`src/rtl/mux_arb_pkg.sv`:
```
// Shared definitions for the two-source select arbiter: default data width,
// the source-index encoding and the tie-break helper used by the grant logic.
package mux_arb_pkg;

   // Default payload width of each source and of the output register
   localparam int MUX_ARB_WIDTH = 8;

   // Source index; the value doubles as the select of the data multiplexer
   typedef enum logic {
      SRC_D0 = 1'b0,
      SRC_D1 = 1'b1
   } src_t;

   // Pick the source to serve this cycle from the two valids.
   // A lone valid always wins. On a tie, fixed priority favours source 0,
   // otherwise the source that did not win the last accepted transfer wins.
   // With no valid at all the result is don't-care (callers gate on a valid).
   function automatic src_t pick_src(
      input logic v0,
      input logic v1,
      input src_t last_grant,
      input logic fixed_prio
   );
      if (v0 && v1) begin
         if (fixed_prio) begin
            return SRC_D0;
         end
         return (last_grant == SRC_D0) ? SRC_D1 : SRC_D0;
      end
      if (v1) begin
         return SRC_D1;
      end
      return SRC_D0;
   endfunction

endpackage

```
`src/rtl/mux_sel_arbiter_if.sv`:
```
// Handshake bundle for mux_sel_arbiter: two valid/ready sources, one
// valid/ready output carrying the selected word and its source index S.
//   master : the environment (sources drive data/valid, sink drives Y_ready)
//   slave  : the arbiter itself
interface mux_sel_arbiter_if #(
   parameter int WIDTH = mux_arb_pkg::MUX_ARB_WIDTH
);
   import mux_arb_pkg::*;

   // Source 0
   logic [WIDTH-1:0] D0_data;
   logic             D0_valid;
   logic             D0_ready;

   // Source 1
   logic [WIDTH-1:0] D1_data;
   logic             D1_valid;
   logic             D1_ready;

   // Output word and the index of the source it came from
   logic [WIDTH-1:0] Y_data;
   logic             Y_valid;
   logic             Y_ready;
   logic             S;

   modport master (
      output D0_data, D0_valid,
      input  D0_ready,
      output D1_data, D1_valid,
      input  D1_ready,
      input  Y_data, Y_valid, S,
      output Y_ready
   );

   modport slave (
      input  D0_data, D0_valid,
      output D0_ready,
      input  D1_data, D1_valid,
      output D1_ready,
      output Y_data, Y_valid, S,
      input  Y_ready
   );

endinterface

```
`src/rtl/MUX2x1.sv`:
```
// Plain combinational 2:1 multiplexer: Y = S ? D1 : D0.
// The arbiter instantiates it once per data bit to build its datapath.
module MUX2x1 #(
   parameter int WIDTH = 1
)(
   input  logic [WIDTH-1:0] D0,
   input  logic [WIDTH-1:0] D1,
   input  logic             S,
   output logic [WIDTH-1:0] Y
);

   // Select between the two inputs
   assign Y = S ? D1 : D0;

endmodule

```
`src/rtl/mux_sel_arbiter.sv`:
```
// Two-source valid/ready arbiter with a registered, one-deep output stage.
// A new word is accepted whenever the output register is empty or being
// drained this cycle; ties between sources are broken round-robin, or in
// favour of source 0 when MUX_ARB_FIXED_PRIO_EN is defined.
// The output register reports the source index of its word on S.
module mux_sel_arbiter
   import mux_arb_pkg::*;
#(
   parameter int WIDTH = MUX_ARB_WIDTH
)(
   input  logic             clk,
   input  logic             rst,
   mux_sel_arbiter_if.slave bus
);

`ifdef MUX_ARB_FIXED_PRIO_EN
   localparam logic FIXED_PRIO = 1'b1;
`else
   localparam logic FIXED_PRIO = 1'b0;
`endif

   // Output stage and arbitration history
   logic [WIDTH-1:0] y_data_reg;
   logic             y_valid_reg;
   src_t             s_reg;
   src_t             last_grant_reg;

   // Per-cycle arbitration results
   logic             load;
   logic             any_valid;
   logic             accept;
   src_t             grant;
   logic             grant_sel;

   // Datapath
   logic [WIDTH-1:0] d0_data;
   logic [WIDTH-1:0] d1_data;
   logic [WIDTH-1:0] sel_data;

   // Decide whether the output stage can take a word and which source gets it
   always_comb begin
      load      = !y_valid_reg || bus.Y_ready;
      any_valid = bus.D0_valid || bus.D1_valid;
      grant     = pick_src(bus.D0_valid, bus.D1_valid, last_grant_reg, FIXED_PRIO);
      // Readies are forced low during reset so nothing is consumed then
      accept    = !rst && load && any_valid;
   end

   // Exactly one source sees ready, and only when its word is really taken
   assign bus.D0_ready = accept && (grant == SRC_D0);
   assign bus.D1_ready = accept && (grant == SRC_D1);

   // Data selection: one mux cell per bit, steered by the current grant
   assign d0_data   = bus.D0_data;
   assign d1_data   = bus.D1_data;
   assign grant_sel = grant;

   for (genvar gi = 0; gi < WIDTH; gi++) begin : g_bit_mux
      MUX2x1 #(
         .WIDTH (1)
      ) u_mux (
         .D0 (d0_data[gi]),
         .D1 (d1_data[gi]),
         .S  (grant_sel),
         .Y  (sel_data[gi])
      );
   end

   // Output register: load on accept, drop valid on a drain without refill,
   // otherwise hold everything (including the round-robin history)
   always_ff @(posedge clk) begin
      if (rst) begin
         y_data_reg     <= '0;
         y_valid_reg    <= 1'b0;
         s_reg          <= SRC_D0;
         last_grant_reg <= SRC_D1;
      end else if (accept) begin
         y_data_reg     <= sel_data;
         y_valid_reg    <= 1'b1;
         s_reg          <= grant;
         last_grant_reg <= grant;
      end else if (bus.Y_ready) begin
         y_valid_reg    <= 1'b0;
      end
   end

   // Drive the registered outputs onto the bundle
   assign bus.Y_data  = y_data_reg;
   assign bus.Y_valid = y_valid_reg;
   assign bus.S       = s_reg;

endmodule

```
`src/flat_wrapper.sv`:
```
// flat-port wrapper written by rule: the top's interface ports become plain ports
module mux_sel_arbiter_flat import mux_arb_pkg::*;
#(
   parameter int WIDTH = MUX_ARB_WIDTH
)
  (clk, rst, bus_D0_data, bus_D0_valid, bus_D0_ready, bus_D1_data, bus_D1_valid, bus_D1_ready, bus_Y_data, bus_Y_valid, bus_S, bus_Y_ready);
  mux_sel_arbiter_if #(.WIDTH(WIDTH)) bus_i ();
  input  logic clk;
  input  logic rst;
  input wire logic [$bits(bus_i.D0_data)-1:0] bus_D0_data;
  input wire logic [$bits(bus_i.D0_valid)-1:0] bus_D0_valid;
  output wire logic [$bits(bus_i.D0_ready)-1:0] bus_D0_ready;
  input wire logic [$bits(bus_i.D1_data)-1:0] bus_D1_data;
  input wire logic [$bits(bus_i.D1_valid)-1:0] bus_D1_valid;
  output wire logic [$bits(bus_i.D1_ready)-1:0] bus_D1_ready;
  output wire logic [$bits(bus_i.Y_data)-1:0] bus_Y_data;
  output wire logic [$bits(bus_i.Y_valid)-1:0] bus_Y_valid;
  output wire logic [$bits(bus_i.S)-1:0] bus_S;
  input wire logic [$bits(bus_i.Y_ready)-1:0] bus_Y_ready;
  assign bus_i.D0_data = bus_D0_data;
  assign bus_i.D0_valid = bus_D0_valid;
  assign bus_D0_ready = bus_i.D0_ready;
  assign bus_i.D1_data = bus_D1_data;
  assign bus_i.D1_valid = bus_D1_valid;
  assign bus_D1_ready = bus_i.D1_ready;
  assign bus_Y_data = bus_i.Y_data;
  assign bus_Y_valid = bus_i.Y_valid;
  assign bus_S = bus_i.S;
  assign bus_i.Y_ready = bus_Y_ready;
  mux_sel_arbiter #(.WIDTH(WIDTH)) u_core (.clk(clk), .rst(rst), .bus(bus_i));
endmodule
```
`config.mk`:
```
export PLATFORM = sky130hd
export DESIGN_NAME = mux_sel_arbiter_flat
export DESIGN_NICKNAME = d
export VERILOG_FILES = /design/src/rtl/mux_arb_pkg.sv /design/src/rtl/mux_sel_arbiter_if.sv /design/src/rtl/MUX2x1.sv /design/src/rtl/mux_sel_arbiter.sv /design/src/flat_wrapper.sv
export SDC_FILE = /design/constraint.sdc
export NUM_CORES = 1
export LEC_CHECK = 0
export CAP_MARGIN = 25
export CORE_ASPECT_RATIO = 1.2
export CORE_MARGIN = 2
export CORE_UTILIZATION = 25
export CTS_CLUSTER_SIZE = 30
export DETAILED_ROUTE_END_ITERATION = 12
export HOLD_SLACK_MARGIN = 0.05
export PLACE_DENSITY = 0.65
export SKIP_LAST_GASP = 1
export SYNTH_ARGS = -nofsm -noshare
export SYNTH_HDL_FRONTEND = slang
export SYNTH_SLANG_ARGS = --single-unit
```
`constraint.sdc`:
```
create_clock -name clk -period 1.1 [get_ports clk]
set_input_delay 0.275 -clock clk [delete_from_list [all_inputs] [get_ports clk]]
set_output_delay 0.275 -clock clk [all_outputs]
set_load 0.01 [all_outputs]
```
**After elaboration in Yosys (flattened, before gate mapping)**

Index checks and enable logic that the tools add are counted.

- Register bits after elaboration: 11
- Input port bits: 21
- Output and inout port bits: 12
- Logic and storage cells: 33

- Multiplexer cells: 18
- Bitwise operators: 1
- Reductions and logical operators: 10

Operator list:

| kind | count |
|---|---|
| 1-bit two-way mux | 18 |
| 1-bit logical AND | 5 |
| 1-bit logical NOT | 2 |
| 1-bit logical OR | 2 |
| 2-bit nonzero test | 1 |
| 1-bit inverter | 1 |

**Depth between registers and ports, before layout**

- Depth after elaboration: 7
- Gate-level depth with buffers: 4
- Mapped depth without buffers: 3

**Cells and area by module**

A second synthesis with hierarchy kept.

- Cells, all modules: 56
- Area total of the unflattened synthesis: 553.0 µm²

Modules (own cells, without submodules):

| module | times used | cells an instance | area each (µm²) | seq. area each (µm²) |
|---|---|---|---|---|
| mux_sel_arbiter | 1 | 48 | 432.9 | 220.2 |
| MUX2x1 | 8 | 1 | 15.0 | 0.0 |

**Worst setup path after synthesis**

OpenSTA, ideal clock, no wires.

- Path type: input -> register
- Start point: input port bus_D1_valid
- End point: register u_core.last_grant_reg
- Library setup time: 0.120 ns
- Data arrival time: 1.055 ns
- Required time: 0.980 ns
- Slack: -0.075 ns
- Stages on the path: 4
- Buffers on the path: 1
- Path through: or2_1 -> buf_6 -> and4_4 -> a211o_1

- Word-level cells in the longest chain between the ends: 4
- Elaborated cells between the ends (all ways): 9
- Classes of those cells: mux: 6; reduce/logical: 3

Ends and longest elaborated chain:

| element | RTL line | text |
|---|---|---|
| start, declared | flat_wrapper.sv:14 | `input wire logic [$bits(bus_i.D1_valid)-1:0] bus_D1_valid;` |
| 1-bit two-way mux (2 in a row) | mux_arb_pkg.sv:30 | `if (v1) begin` |
| 1-bit two-way mux | mux_arb_pkg.sv:33 | `return SRC_D0;` |
| 1-bit two-way mux | mux_arb_pkg.sv:30 |  |
| end signal, assigned | mux_sel_arbiter.sv:81 | `last_grant_reg <= grant;` |
| end, declared | mux_sel_arbiter.sv:26 | `src_t last_grant_reg;` |

Several ways; a longest one is shown, not always the timed one. The select of a mux whose other input is x is not followed.
A chain may end at the register's enable or synchronous reset.

**Worst setup path after layout**

- Start point: register u_core.last_grant_reg
- End point: output port bus_D1_ready

- Word-level cells in the longest chain between the ends: 6

Ends and longest elaborated chain:

| element | RTL line | text |
|---|---|---|
| 1-bit two-way mux (*) | mux_arb_pkg.sv:28 | `return (last_grant == SRC_D0) ? SRC_D1 : SRC_D0;` |
| 1-bit two-way mux (*) | mux_arb_pkg.sv:24 | `if (v0 && v1) begin` |
| 1-bit two-way mux | mux_arb_pkg.sv:30 |  |
| 1-bit two-way mux | mux_arb_pkg.sv:33 |  |
| 1-bit two-way mux (*) | mux_arb_pkg.sv:30 |  |
| 1-bit logical AND (*) | mux_sel_arbiter.sv:51 | `assign bus.D1_ready = accept && (grant == SRC_D1);` |
| end, declared | flat_wrapper.sv:15 | `output wire logic [$bits(bus_i.D1_ready)-1:0] bus_D1_ready;` |

Every way passes the cells marked *; elsewhere a longest branch is shown, timed or not. The select of a mux whose other input is x is not followed.

==> impl_summary.txt <==
----------------------------------------------------
[Outcome]
  Result of the run ... finished with violations
  Failing checks ... negative setup slack

[Synth]
  Seq/Total Area, Yosys ... 0.405
  Primary FF master, synth ... sky130_fd_sc_hd__dfxtp_1
  Share of synthesized flip-flops with an asynchronous set or reset ... 0
  Synth unique cells ... 20
  Cell area after technology mapping ... 544 um^2
  Top post-synthesis cells by area ... sky130_fd_sc_hd__dfxtp_1, sky130_fd_sc_hd__mux2i_1, sky130_fd_sc_hd__a211oi_1
  Ranking of synthesized cells by instance count ... sky130_fd_sc_hd__dfxtp_1, sky130_fd_sc_hd__a211oi_1, sky130_fd_sc_hd__a31oi_1, sky130_fd_sc_hd__mux2i_1
  Mux contribution to synthesized area ... 0.147
  Warning count from the yosys run ... 0
  Post-synthesis cell type with the largest combined area ... sky130_fd_sc_hd__dfxtp_1
  Gate count after technology mapping ... 54
  Post-Synth XOR/XNOR Area ... 0
  Total of flip-flops plus latches after synthesis ... 11
  Number of flops mapped to enable cells by yosys ... 0
  Adder-cell area share of the yosys netlist ... 0
  Compound-cell area share of the yosys netlist ... 0.278
  Post-synthesis average cell area ... 10.1 um^2
  Simple logic cell fraction of the synthesized area ... 0.0966
  Post-Synthesis Net Count ... 75
  Cell with the most instances after synthesis ... sky130_fd_sc_hd__dfxtp_1
  Share of the synthesized area in the top cell type ... 0.405
  Main combinational cell family by area after synthesis ... compound AO/OA/AOI/OAI gates

[Worst setup path]
  Critical Path Sink Type ... output pin
  Data required time at the worst endpoint ... 820 ps
  Data arrival time of the worst path ... 1060 ps
  Origin of the worst setup path ... u_core.last_grant_reg
  Minimum setup slack among reg-to-reg paths ... -70 ps
  Max Fanout on Critical Path ... 2
  Type of origin of the critical path ... register
  Reg-to-reg critical path startpoint ... u_core.last_grant_reg
  WS Path Type ... register to output pin

[Detailed routing]
  Total Wirelength ... 1.69 mm
  DRC ... 0
  Initial DRC count ... 3
  Remaining antenna violation count after routing ... 0
  First drt pass iteration count ... 4
  DR vias/cell ... 4.63
  Detailed-route via count ... 620
  WL per Instance ... 12.6 um

[Clock tree]
  Clock transition at the register clock pins on the worst setup and hold paths after CTS ... 70 ps
  Number of sinks driven by the clock tree ... 11
  Hold buffers post-CTS ... 0
  Number of buffers created by CTS ... 3
  TritonCTS clock tree ... built
  Latest clock arrival within the worst-skew pair ... 260 ps
  Number of buffers on the longest clock path ... 2
  Library cell used as clock root buffer ... sky130_fd_sc_hd__clkbuf_4
  Max H-tree Level ... 1

[Min path]
  Start point of the worst hold path ... bus_D1_valid
  Classification of the worst-slack hold path ... input pin to register

[Power]
  Proportion of power drawn by combinational gates ... 0.351
  Design internal power ... 807 uW
  Maximum VDD drop ... 0.000476 V
  Share of power burned in the clock network ... 0.243
  LEAKAGE ... 0.460 nW
  Power per cell area ... 1000 nW/um^2
  Switching part of the total power ... 0.275
  Power dissipated by switching net loads ... 306 uW
  Sequential fraction of design power ... 0.406

[Layout]
  Flip-flop count of the largest register, all copies and words added ... 8
  Number of fill cells in the layout ... 187
  Core Util, Final ... 0.542
  Number of nets at the end of the flow ... 126
  Inserted Diodes ... 0
  Area added between synthesis and finish ... 104%
  Layout cell share with drive strength beyond 1 ... 0.625

[Timing]
  Tcrit/Tclk final ... 1.21
  Count of endpoints failing setup in the final report ... 10
  Final WS setup ... -233 ps
  Max-slew violation count ... 0
  Max Clock Skew ... 3.58 ps
  Tmin final ... 1330 ps
  Worst-margin pin slew ... 347 ps
  Setup repair after global routing missed its margin ... true
  Min Hold Slack ... 377 ps
  Maximum frequency from static timing analysis ... 0.750 GHz
  Final hold vios ... 0
  Relative slew margins ... 0.768

[GRT]
  Antenna violations before repair ... 0
  Global-route wire length before repair ... 2.48 mm
  Pin count of the biggest net entering global routing ... 13
  Vias in the first global route ... 615
  Remaining Overflow, GRT ... 0
  All-Layer GR Usage ... 0.140

[Floorplan]
  Starting utilization of the core area ... 0.266
  Total die area ... 2570 um^2
  Top Ports ... 33
  Overall die width ... 46.6 um
  Core area ... 2050 um^2
  Die Y-Extent ... 55.1 um
  Core Rows ... 18

[Place]
  I/O Buffers ... 32
  Post-detail-place hpwl ... 1.16 mm
  Post-place setup slack ... -907 ps
  Final GP Congestion ... 0.760

[Flow run]
  Max-capacitance violation count ... 0

----------------------------------------------------
[layout by cell type, fill, tap and decap left out, drive strengths merged]
cell type,netlist,layout
nand2b,1,1
clkdlybuf4s50,0,16
a211oi,8,8
buf,4,33
clkdlybuf4s15,0,1
nor2,2,2
mux2i,8,8
a21oi,1,1
nand3,1,1
dlygate4sd2,0,1
or2,1,1
a31oi,8,8
a211o,1,1
nor3,1,1
a21boi,1,1
nor2b,1,1
and4,1,1
inv,1,1
dfxtp,11,11
o31a,1,1
clkbuf,1,4
o21a,1,1
[power by group through the flow]
stage          combinational [mW]  sequential (mW)  clock [mW]
2_1_floorplan               0.123            0.469           0
5_1_grt                     0.418            0.455       0.301
3_5_place_dp                0.330            0.456           0
4_1_cts                     0.376            0.451       0.277
6_report                    0.390            0.452       0.271
3_3_place_gp                0.326            0.455           0
[stage by stage]
step           setup TNS [ps]  std cells  power, mW  cell area, um^2
2_1_floorplan           -21.9         54      0.592              549
3_3_place_gp            -8000        125      0.782              973
3_5_place_dp            -8310        125      0.786              973
4_1_cts                 -1620        135       1.10             1120
5_1_grt                 -1730        134       1.17             1110
6_report                 -939        134       1.11             1110
[layer usage]
layer,GRT usage,vias to the layer above,wire (um)
li1,-,310,-
met1,0.137,285,680
met2,0.259,23,860
met3,0.0325,2,137
met4,0.0857,0,12
met5,0,-,0
[repair_timing]
| item | CTS | global route |
|---|---|---|
| resized for setup | 71 | 23 |
| buffers inserted | 7 | 0 |
| setup endpoints to repair | 22 | 21 |
| pin swaps | 5 | 3 |
[worst max-delay path, cell delays in order, from the launching register on]
cell and delay, ps:
sky130_fd_sc_hd__dfxtp_2 330, sky130_fd_sc_hd__a21boi_2 130, sky130_fd_sc_hd__and4_4 240, sky130_fd_sc_hd__buf_6 100
[layout make-up]
class	count	area (um^2)	share of cell area
clock buffer	4	26.3	0.0237
inverter	1	3.75	0.00338
multi-input combinational	37	380	0.343
sequential	11	229	0.206
tap	30	37.5	0.0338
timing repair buffer	51	433	0.390
[kinds of logic after synthesis]
group / Yosys count
simple gates: 8
buf+inv: 6
mux: 8
compound gates: 21
flops: 11
[path summary, 6_finish.rpt]
kind	to	cells past startpoint
worst max-delay path	bus_D1_ready	3
worst min-delay path	u_core.bus.Y_valid	3
worst max register to register	u_core.bus.Y_data[5]	5
worst min register to register	u_core.last_grant_reg	1
Power figures use the tool's default switching activity.
